==> src/rtl/turn_controller.sv <==
// rtl/turn_controller.sv - turn sequencing FSM for a two-player board game; optional turn timer under TURN_TIMEOUT_EN
module turn_controller #(
  parameter int TICKS_PER_SEC = 50000000,
  parameter int TURN_SECONDS  = 10
) (
  input  logic       clock,
  input  logic       reset,
  input  logic       start,
  input  logic       confirm,
  input  logic [2:0] select_row,
  input  logic [2:0] select_col,
  input  logic       cell_free,
  input  logic       win_detect,
  input  logic       board_full,
  output logic [2:0] state,
  output logic       write_en,
  output logic [2:0] write_row,
  output logic [2:0] write_col,
  output logic       clear_board,
  output logic       player,
  output logic [1:0] winner,
  output logic [3:0] seconds_left
);

  typedef enum logic [2:0] {
    ST_SELECT = 3'b000,
    ST_PLACE  = 3'b001,
    ST_CHECK  = 3'b010,
    ST_SWITCH = 3'b011,
    ST_WIN    = 3'b100,
    ST_DRAW   = 3'b101,
    ST_IDLE   = 3'b110
  } state_t;

  localparam logic [3:0] SECS_RELOAD = 4'(TURN_SECONDS);

  state_t     state_q, state_d;
  logic       player_q, player_d;
  logic [1:0] winner_q, winner_d;
  logic [2:0] row_q, row_d;
  logic [2:0] col_q, col_d;
  logic       clear_q, clear_d;
  logic       confirm_q1, confirm_q2;

  logic       confirm_edge;
  logic       pick_valid;
  logic       timeout;

  // A pick is accepted only for a fresh press on an empty cell inside the 5x5 board.
  assign confirm_edge = confirm_q1 & ~confirm_q2;
  assign pick_valid   = confirm_edge & cell_free &
                        (select_row <= 3'd4) & (select_col <= 3'd4);

`ifdef TURN_TIMEOUT_EN
  localparam int PRESC_W = (TICKS_PER_SEC > 1) ? $clog2(TICKS_PER_SEC) : 1;
  localparam logic [PRESC_W-1:0] PRESC_LAST = PRESC_W'(TICKS_PER_SEC - 1);

  logic [PRESC_W-1:0] presc_q, presc_d;
  logic [3:0]         secs_q, secs_d;
  logic               tick_wrap;
  logic               reload;

  assign tick_wrap = (presc_q == PRESC_LAST);
  assign timeout   = (state_q == ST_SELECT) & tick_wrap & (secs_q == 4'd0);
  assign reload    = (state_q == ST_SWITCH) |
                     (start & ((state_q == ST_IDLE) | (state_q == ST_WIN) | (state_q == ST_DRAW)));

  // Prescaler only runs while a player is choosing; the countdown reloads at each new turn or game.
  always_comb begin
    presc_d = '0;
    secs_d  = secs_q;
    if (state_q == ST_SELECT) begin
      if (tick_wrap) begin
        if (secs_q != 4'd0) begin
          secs_d = secs_q - 4'd1;
        end
      end else begin
        presc_d = presc_q + PRESC_W'(1);
      end
    end
    if (reload) begin
      secs_d = SECS_RELOAD;
    end
  end

  // Timer registers.
  always_ff @(posedge clock) begin
    if (reset) begin
      presc_q <= '0;
      secs_q  <= SECS_RELOAD;
    end else begin
      presc_q <= presc_d;
      secs_q  <= secs_d;
    end
  end

  assign seconds_left = secs_q;
`else
  assign timeout      = 1'b0;
  assign seconds_left = SECS_RELOAD;
`endif

  // Next-state and registered-output logic of the turn FSM.
  always_comb begin
    state_d  = state_q;
    player_d = player_q;
    winner_d = winner_q;
    row_d    = row_q;
    col_d    = col_q;
    clear_d  = 1'b0;
    case (state_q)
      ST_IDLE, ST_WIN, ST_DRAW: begin
        if (start) begin
          clear_d  = 1'b1;
          player_d = 1'b0;
          winner_d = 2'b00;
          state_d  = ST_SELECT;
        end
      end
      ST_SELECT: begin
        if (pick_valid) begin
          row_d   = select_row;
          col_d   = select_col;
          state_d = ST_PLACE;
        end else if (timeout) begin
          state_d = ST_SWITCH;
        end
      end
      ST_PLACE: begin
        state_d = ST_CHECK;
      end
      ST_CHECK: begin
        if (win_detect) begin
          winner_d = player_q ? 2'b10 : 2'b01;
          state_d  = ST_WIN;
        end else if (board_full) begin
          winner_d = 2'b11;
          state_d  = ST_DRAW;
        end else begin
          state_d  = ST_SWITCH;
        end
      end
      ST_SWITCH: begin
        player_d = ~player_q;
        state_d  = ST_SELECT;
      end
      default: begin
        state_d = ST_IDLE;
      end
    endcase
  end

  // State register, confirm synchroniser and latched write address.
  always_ff @(posedge clock) begin
    if (reset) begin
      state_q    <= ST_IDLE;
      player_q   <= 1'b0;
      winner_q   <= 2'b00;
      row_q      <= 3'd0;
      col_q      <= 3'd0;
      clear_q    <= 1'b0;
      confirm_q1 <= 1'b0;
      confirm_q2 <= 1'b0;
    end else begin
      state_q    <= state_d;
      player_q   <= player_d;
      winner_q   <= winner_d;
      row_q      <= row_d;
      col_q      <= col_d;
      clear_q    <= clear_d;
      confirm_q1 <= confirm;
      confirm_q2 <= confirm_q1;
    end
  end

  assign state       = state_q;
  assign write_en    = (state_q == ST_PLACE);
  assign write_row   = row_q;
  assign write_col   = col_q;
  assign clear_board = clear_q;
  assign player      = player_q;
  assign winner      = winner_q;

endmodule
==> config.mk <==
export PLATFORM = sky130hd
export DESIGN_NAME = turn_controller
export DESIGN_NICKNAME = d
export VERILOG_FILES = /design/src/rtl/turn_controller.sv
export SDC_FILE = /design/constraint.sdc
export NUM_CORES = 1
export LEC_CHECK = 0
export BUFFER_PORTS_ARGS = -buffer_cell sky130_fd_sc_hd__buf_2
export CORE_MARGIN = 8
export CORE_UTILIZATION = 49
export CTS_BUF_LIST = sky130_fd_sc_hd__clkbuf_8
export CTS_CLUSTER_SIZE = 24
export DETAILED_ROUTE_END_ITERATION = 6
export MAX_ROUTING_LAYER = met4
export PLACE_DENSITY = 0.88
export SYNTH_ARGS = -nofsm -noshare
export SYNTH_HDL_FRONTEND = slang
export SYNTH_SLANG_ARGS = --single-unit
==> constraint.sdc <==
create_clock -name clock -period 1.37 [get_ports clock]
set_input_delay 0.2055 -clock clock [delete_from_list [all_inputs] [get_ports clock]]
set_output_delay 0.2055 -clock clock [all_outputs]
set_load 0.05 [all_outputs]
==> results of run 1 <==
==> stage by stage <==
stage               cell area, sq um  instances  setup TNS (ps)  total power (W)
floorplan                        795         82               0         0.000652
global placement                 887        116               0         0.000678
detailed placement               887        116               0         0.000682
CTS                              940        120               0          0.00105
global route                     950        121          -0.263          0.00108
finish                           950        121               0          0.00104
==> power groups by stage <==
stage	logic (W)	clock network (W)	registers, W
detailed placement	0.000196	0	0.000486
finish	0.000203	0.000367	0.000474
floorplan	0.000133	0	0.000518
CTS	0.000197	0.000374	0.000476
global placement	0.000194	0	0.000484
global route	0.000218	0.000386	0.000478
==> registers in the layout, indices dropped and copies added, names as in the netlist <==
signal,flops
state,3
winner,2
clear_board,1
write_col,3
confirm_q1,1
write_row,3
player,1
confirm_q2,1
==> routing by layer <==
| metal | global-route usage [%] | wire length (um) | up-vias |
|---|---|---|---|
| met1 | 10.9 | 722 | 281 |
| met5 | - | 0 | - |
| met3 | 4.57 | 109 | 4 |
| met2 | 17.9 | 790 | 17 |
| li1 | - | - | 319 |
| met4 | 6.34 | 27 | 0 |
==> Yosys cell counts <==
master and count:
nand2b_1 15, clkbuf_1 2, dfxtp_1 15, a31oi_1 1, xnor2_1 1, a211o_1 3, nor3b_1 1, and2_4 1
and3b_1 1, o21ai_0 3, mux2i_1 8, nor3_1 2, buf_4 4, nor2b_1 2, inv_1 1, and4_1 1
or3b_4 1, o41ai_1 1, o21a_1 1, buf_6 2, nor2_1 3, buf_2 1, a221o_2 1, or4b_1 1
nand2_1 3, conb_1 2, a2111o_1 1, a2bb2oi_2 1, a2111oi_0 1
==> final cells by class <==
class	count	area, sq um	share of cell area, %
Clock buffer	3	41.3	4.35
Multi-Input combinational cell	57	419	44.1
Inverter	1	3.75	0.395
Clock inverter	1	5.00	0.527
Sequential cell	15	309	32.5
Tap cell	16	20.0	2.11
Timing Repair Buffer	28	151	15.9
==> logic make-up (layout without fill, tap and decap cells) <==
logic type             after synthesis  after routing
XOR/XNOR                             1              1
buffers and inverters               10             33
multiplexers                         8              8
other                                2              4
flip-flops                          15             15
AO/OA/AOI/OAI                       13             13
AND/OR/NAND/NOR                     31             31
==> critical path: cells and delay by family, from the launching register on <==
| kind | cells | cell delay [ps] |
|---|---|---|
| flops | 1 | 370 |
| buf+inv | 2 | 330 |
| simple gates | 1 | 170 |
==> final timing paths <==
check / slack, ps / cells past startpoint / end / start
worst max-delay path: 50 / 3 / write_en / state[2]
worst min-delay path: 160 / 2 / confirm_q1 / confirm
worst max register to register: 90 / 3 / write_row[0] / state[0]
worst min register to register: 460 / 1 / confirm_q2 / confirm_q1
==> repair_timing <==
| action | CTS | global route |
|---|---|---|
| setup buffers | 0 | 1 |
| pin swaps | 0 | 1 |
| setup endpoints to repair | 1 | 1 |
| resized for setup | 2 | 1 |
| hold buffers | 0 | 0 |
==> summary.md, run 1 <==
| Metric | Value |
|---|---|
| Detailed Route Iter0 Violations | `8` |
| Hold WC Path Type | `in2reg` |
| Max-slew violation total from the final report | `0` |
| Netlist Area Pre-Place | `769 sq um` |
| Reg power frac | `45.4%` |
| Area leader, netlist | `dfxtp_1` |
| DRC Markers | `0` |
| Total gr overflow | `0` |
| Most common cell after layout, fill and taps aside | `buf_2` |
| Worst clock skew | `2.99 ps` |
| Worst path slowest cell | `dfxtp_4` |
| Initial Utilization | `51.7%` |
| Status | `completed` |
| Mux contribution to synthesized area | `10.4%` |
| Post-synthesis simple-gate area fraction | `25.2%` |
| CTS tree | `built` |
| Root Driver | `clkbuf_8` |
| Gr usage total | `11.1%` |
| Clk buf depth | `2` |
| Yosys cell types | `29` |
| Final hold viol count | `0` |
| Die area | `3090 sq um` |
| First-pass GRT wire length | `2.76 mm` |
| Via density | `5.13` |
| Cell Chain, Critical Path | `buf_4 > nor3b_4 > buf_6` |
| PortBufs | `26` |
| Internal | `0.000731 W` |
| Ant diodes | `0` |
| Layout cells sized above 1 | `38.1%` |
| Yosys warnings | `0` |
| Synth Register Bits | `15` |
| Clock power share | `35.2%` |
| Post-Synth XOR/XNOR Area | `1.14%` |
| Die height | `55.6 um` |
| Final HPWL DP | `1.27 mm` |
| Final nets | `119` |
| Dpl ws | `59.3 ps` |
| Routed wire per std cell | `13.6 um` |
| Critical path fanouts, max | `8` |
| Worst-path clk slew | `60 ps` |
| Avg Cell Area, Syn | `9.62 sq um` |
| Most frequent cells in the layout | `buf_2, nand2b_1, dfxtp_1` |
| Vias | `621` |
| Die W | `55.6 um` |
| Max-Cap Viols | `0` |
| WS Path Type | `reg2out` |
| CTS Buf Count | `3` |
| CP Launch Type | `register` |
| Period utilization | `96.7%` |
| Fmax | `755 MHz` |
| Syn-to-layout area delta | `23.4%` |
| Antenna violations before repair | `0` |
| Clk_lat worst skew | `250 ps` |
| Final setup vio count | `0` |
| Sequential share of the synthesized area | `39.0%` |
| Comb pwr share | `19.4%` |
| CP required | `1160 ps` |
| Final worst slack | `45.6 ps` |
| Sw Ratio | `30.0%` |
| WP data arrival | `1120 ps` |
| Hold slack | `162 ps` |
| DR pass1 iterations | `3` |
| Leak Pwr | `0.422 nW` |
| Fillers | `117` |
| Routed WL | `1.65 mm` |
| Complex-gate fraction of the synthesized area | `14.3%` |
| P_sw | `0.000313 W` |
| CTS Sinks | `15` |
| Main combinational cell family by area after synthesis | `simple AND/OR/NAND/NOR gates` |
| Synth area leaders | `dfxtp_1, nand2b_1, mux2i_1` |
| Minimum clock period | `1320 ps` |
| FP Rows | `14` |
| IO Pins | `31` |
| H-Tree Depth | `1` |
| Peak VDD IR | `0.000850 V` |
| Pwr/cell area | `1100 nW/um^2` |
| CP peak stage delay | `370 ps` |
| Area share of fa/ha/maj cells after synthesis | `0%` |
| Final Core Density | `63.8%` |
| Largest net degree at the start of global routing | `25` |
| Critical Path Sink Type | `output port` |
| Post-Syn Instances | `80` |
| Core area | `1490 sq um` |
| Antenna Nets Post-Route | `0` |
| Number of global-route vias before repair | `625` |
| Post-synth top area share | `39.0%` |
| Final GP Congestion | `0.836` |
Note: power is estimated with default switching activity, not from simulation.
==> inputs of run 2 (changes only) <==
- ABC_AREA: default -> 1
- CORE_UTILIZATION: 49 -> 48
- PLACE_DENSITY: 0.88 -> 0.87
==> run 2 against run 1 <==
Die area fell by 0.77%. Synthesized cell count rose by 39%. Global-route usage fell by 0.30 points. Clock power fell by 7.6%. Via count rose by 15%. First-iteration DRC count fell by 38%. Worst hold slack improved by 8.2 ps. Wire length fell by 1.8%. Combinational power rose by 90%. Critical endpoint unchanged.
==> summary.md, run 2 <==
| Metric | Value |
|---|---|
| Clk buf depth | `2` |
| Die W | `55.4 um` |
| Avg Cell Area, Syn | `6.72 sq um` |
| Area leader, netlist | `dfxtp_1` |
| Fin cells | `154` |
| Final setup vio count | `0` |
| Post-CTS Hold Buffers | `0` |
| First-pass GRT wire length | `2.85 mm` |
| Final nets | `152` |
| CP required | `1160 ps` |
| Dpl ws | `165 ps` |
| Total gr overflow | `0` |
| Sequential share of the synthesized area | `40.3%` |
| Hold slack | `170 ps` |
| Max-Cap Viols | `0` |
| Die height | `55.4 um` |
| Final hold viol count | `0` |
| Inst Count DP | `150` |
| Top post-synthesis cells by count | `nand2_1, nor2_1, dfxtp_1, inv_1, o21ai_0` |
| Layout cells sized above 1 | `31.9%` |
| Post-Syn Instances | `111` |
| Fillers | `154` |
| Syn-to-layout area delta | `23.5%` |
| Number of synthesized flops with an enable pin | `0` |
| Worst path slowest cell | `dfxtp_2` |
| Asr flop ratio synth | `0%` |
| Most common cell after layout, fill and taps aside | `buf_2` |
| Final HPWL DP | `1.31 mm` |
| CP peak stage delay | `340 ps` |
| CTS Buf Count | `3` |
| Detailed Route Iter0 Violations | `5` |
| Die area | `3070 sq um` |
| Peak VDD IR | `0.000762 V` |
| PortBufs | `26` |
| Fmax | `775 MHz` |
| Via density | `4.63` |
| DRC Markers | `0` |
| WP data arrival | `1090 ps` |
| IO Pins | `31` |
| CTS tree | `built` |
| Number of global-route vias before repair | `677` |
| CP Launch Type | `register` |
| Critical Path Sink Type | `output port` |
| Status | `completed` |
| Ant diodes | `0` |
| Synth Register Bits | `15` |
| Top delay family on crit path | `flip-flops` |
| Largest net degree at the start of global routing | `13` |
| WS Path Type | `reg2out` |
| Worst clock skew | `1.44 ps` |
| Leak Pwr | `0.496 nW` |
| Primary FF master, synth | `dfxtp_1` |
| Minimum clock period | `1290 ps` |
| Gr usage total | `10.8%` |
| Period utilization | `94.2%` |
| FP Rows | `14` |
| RSZ-0062 raised after global routing | `no` |
| Netlist Area Pre-Place | `746 sq um` |
| Root Driver | `clkbuf_8` |
| Core area | `1490 sq um` |
| Most frequent cells in the layout | `buf_2, nand2_1, nor2_1` |
| Routed wire per std cell | `10.5 um` |
| Antenna violations before repair | `0` |
| Multi-input logic area | `352 sq um` |
| Post-route cell area | `921 sq um` |
| Initial Utilization | `50.1%` |
| Final GP Congestion | `0.828` |
| Final worst slack | `79.5 ps` |
| Clk_lat worst skew | `240 ps` |
| Hold WC Path Type | `in2reg` |
| Cell Chain, Critical Path | `inv_1 > nand2_1 > nor2_4 > buf_4` |
| Yosys warnings | `0` |
| Yosys cell types | `20` |
| Max-slew violation total from the final report | `0` |
| Critical path fanouts, max | `4` |
| Pwr/cell area | `1350 nW/um^2` |
| Routed WL | `1.62 mm` |
| CTS Sinks | `15` |
| Worst-path clk slew | `60 ps` |
| Flip-flop and latch area | `304 sq um` |
| Setup_tns | `0 ps` |
| Synth area leaders | `dfxtp_1, nand2_1, nor2_1` |
| Antenna Nets Post-Route | `0` |
| H-Tree Depth | `1` |
| DR pass1 iterations | `5` |
| Vias | `713` |
| DP Area | `873 sq um` |
| Post-synth top area share | `40.3%` |
| Crit path buffers/inverters | `2` |
run 2: kinds of logic (layout without fill, tap and decap cells):
family	Yosys count	count (layout)	synth area share, %
simple gates	61	61	36.6
buf+inv	23	48	14.6
flops	15	15	40.3
compound gates	10	10	7.55
other cells	2	4	1.01
run 2: path summary, 6_finish.rpt:
kind / from / end / slack (ps) / cells past startpoint
worst max-delay path: state[1] / write_en / 80 / 4
worst min-delay path: confirm / confirm_q1 / 170 / 3
worst max register to register: state[1] / write_row[0] / 160 / 8
worst min register to register: confirm_q1 / confirm_q2 / 420 / 2
run 2: final cells by class:
type / count / area share [%]
Clock inverter: 1 / 0.408
Timing Repair Buffer: 26 / 14.4
Tap cell: 16 / 2.17
Inverter: 18 / 7.34
Sequential cell: 15 / 33.0
Multi-Input combinational cell: 75 / 38.2
Clock buffer: 3 / 4.48
run 2: tightest hold or removal path: stages:
cell	delay, ps
buf_2	90
inv_1	40
nor2_1	30
run 2: routing by layer:
layer,vias up,routed length (um),track usage [%]
li1,379,-,-
met1,313,755,11.5
met2,19,762,18.3
met3,2,97,3.65
met4,0,5,3.17
met5,-,0,-
run 2: what timing repair did:
item	4_1_cts	5_1_grt
endpoints found under the setup margin	0	1
resized for setup	0	2
setup buffers	0	0
run 2: per-stage QoR:
step / util (%) / power [W]
2_1_floorplan: - / 0.000832
3_3_place_gp: 58.7 / 0.000898
3_5_place_dp: 58.7 / 0.000911
4_1_cts: 61.7 / 0.00125
5_1_grt: 61.8 / 0.00131
6_report: 61.8 / 0.00124
run 2: report_power, final:
part	switching [W]	internal, W	total [W]
Clock	0.000141	0.000198	0.000339
Sequential	0.0000383	0.000477	0.000516
Combinational	0.000284	0.000102	0.000386
==> inputs of run 3 (changes only) <==
- PLACE_DENSITY: 0.87 -> 0.8
- SKIP_CTS_REPAIR_TIMING: default -> 1
==> run 3 against run 2 <==
Fmax decreased by 1.2%. Sequential share of layout area unchanged. Utilization unchanged. Die area unchanged. Register-to-register slack about the same. Clock-buffer cell count unchanged.
==> summary.md, run 3 (synthesis results as in run 2) <==
| Metric | Value |
|---|---|
| Status | `completed` |
| Critical Path Sink Type | `output port` |
| Number of global-route vias before repair | `673` |
| Syn-to-layout area delta | `23.5%` |
| CTS Buf Count | `3` |
| Die W | `55.4 um` |
| Multi-input logic area | `352 sq um` |
| Final setup vio count | `0` |
| WS Path Type | `reg2out` |
| Largest net degree at the start of global routing | `13` |
| Clk buf depth | `2` |
| CTS Sinks | `15` |
| Antenna violations before repair | `0` |
| Total gr overflow | `0` |
| Setup_tns | `0 ps` |
| CP Launch Type | `register` |
| Fillers | `143` |
| Cell Chain, Critical Path | `inv_1 > nand2_1 > nor2_4 > clkbuf_4` |
| Critical path fanouts, max | `4` |
| Dpl ws | `157 ps` |
| Max-slew violation total from the final report | `0` |
| Core area | `1490 sq um` |
| Die height | `55.4 um` |
| Antenna Nets Post-Route | `0` |
| Top delay family on crit path | `flip-flops` |
| Final hold viol count | `0` |
| CP required | `1160 ps` |
| CP startpoint | `state[1]` |
| Worst path slowest cell | `dfxtp_2` |
| DRC Markers | `0` |
| Leak Pwr | `0.496 nW` |
| PortBufs | `26` |
| CTS tree | `built` |
| Worst-path clk slew | `60 ps` |
| Final nets | `152` |
| Routed WL | `1.51 mm` |
| Most frequent cells in the layout | `buf_2, nand2_1, nor2_1` |
| DR pass1 iterations | `4` |
| RSZ-0062 raised after global routing | `no` |
| Final HPWL DP | `1.26 mm` |
| Crit path buffers/inverters | `2` |
| Detailed Route Iter0 Violations | `10` |
| First-pass GRT wire length | `2.66 mm` |
| Via density | `4.54` |
| R2R Path Start | `state[1]` |
| Clk_lat worst skew | `240 ps` |
| Minimum clock period | `1310 ps` |
| FP Rows | `14` |
| Vias | `699` |
| Pwr/cell area | `1340 nW/um^2` |
| Period utilization | `95.3%` |
| Routed wire per std cell | `9.82 um` |
| Flip-flop and latch area | `304 sq um` |
| Hold WC Path Type | `in2reg` |
| Final GP Congestion | `0.815` |
| Peak VDD IR | `0.000772 V` |
| Most common cell after layout, fill and taps aside | `buf_2` |
| Ant diodes | `0` |
| Critical hold path startpoint | `confirm` |
| Final worst slack | `64.4 ps` |
| CP peak stage delay | `340 ps` |
| Initial Utilization | `50.1%` |
| Final Core Density | `61.8%` |
| IO Pins | `31` |
| Worst clock skew | `0.520 ps` |
| WP data arrival | `1100 ps` |
| Gr usage total | `10.2%` |
| Max-Cap Viols | `0` |
| H-Tree Depth | `1` |
| Fmax | `766 MHz` |
| Layout cells sized above 1 | `31.9%` |
| Hold slack | `165 ps` |
| Root Driver | `clkbuf_8` |
| Die area | `3070 sq um` |
run 3: final cells by class:
class / count / share of cell area [%]
Tap cell: 16 / 2.17
Sequential cell: 15 / 33.0
Inverter: 18 / 7.34
Clock inverter: 1 / 0.408
Multi-Input combinational cell: 75 / 38.2
Clock buffer: 3 / 4.48
Timing Repair Buffer: 26 / 14.4
run 3: stage by stage:
stage | instances | cell area [sq um] | total power (W)
floorplan | 113 | 764 | 0.000832
global route | 154 | 921 | 0.00130
CTS | 154 | 918 | 0.00125
detailed placement | 150 | 873 | 0.000909
finish | 154 | 921 | 0.00123
global placement | 150 | 873 | 0.000901
run 3: final timing paths:
kind	to	slack, ps	depth (start not counted)
min reg2reg	confirm_q2	420	2
min	confirm_q1	170	3
max	write_en	60	4
max reg2reg	write_row[2]	150	8
run 3: where the power goes:
group | internal, W | switching (W)
clock network | 0.000198 | 0.000138
registers | 0.000478 | 0.0000381
logic | 0.000102 | 0.000281
run 3: per-layer routing:
| layer | vias to the layer above | part of all wire (%) | wire [um] | GRT usage [%] |
|---|---|---|---|---|
| met3 | 4 | 8.4 | 127 | 4.11 |
| met5 | - | 0 | 0 | - |
| li1 | 383 | - | - | - |
| met2 | 23 | 44 | 672 | 16.5 |
| met1 | 289 | 46 | 692 | 10.5 |
| met4 | 0 | 1.4 | 21 | 5.28 |
run 3: worst reg2reg max path, cell delays in order, from the launching register on:
cell	delay, ps
dfxtp_2	340
inv_1	110
nand2_2	70
nor2_2	110
inv_2	50
nor2_4	240
nand2_1	90
nand2_1	70
nor2_1	40
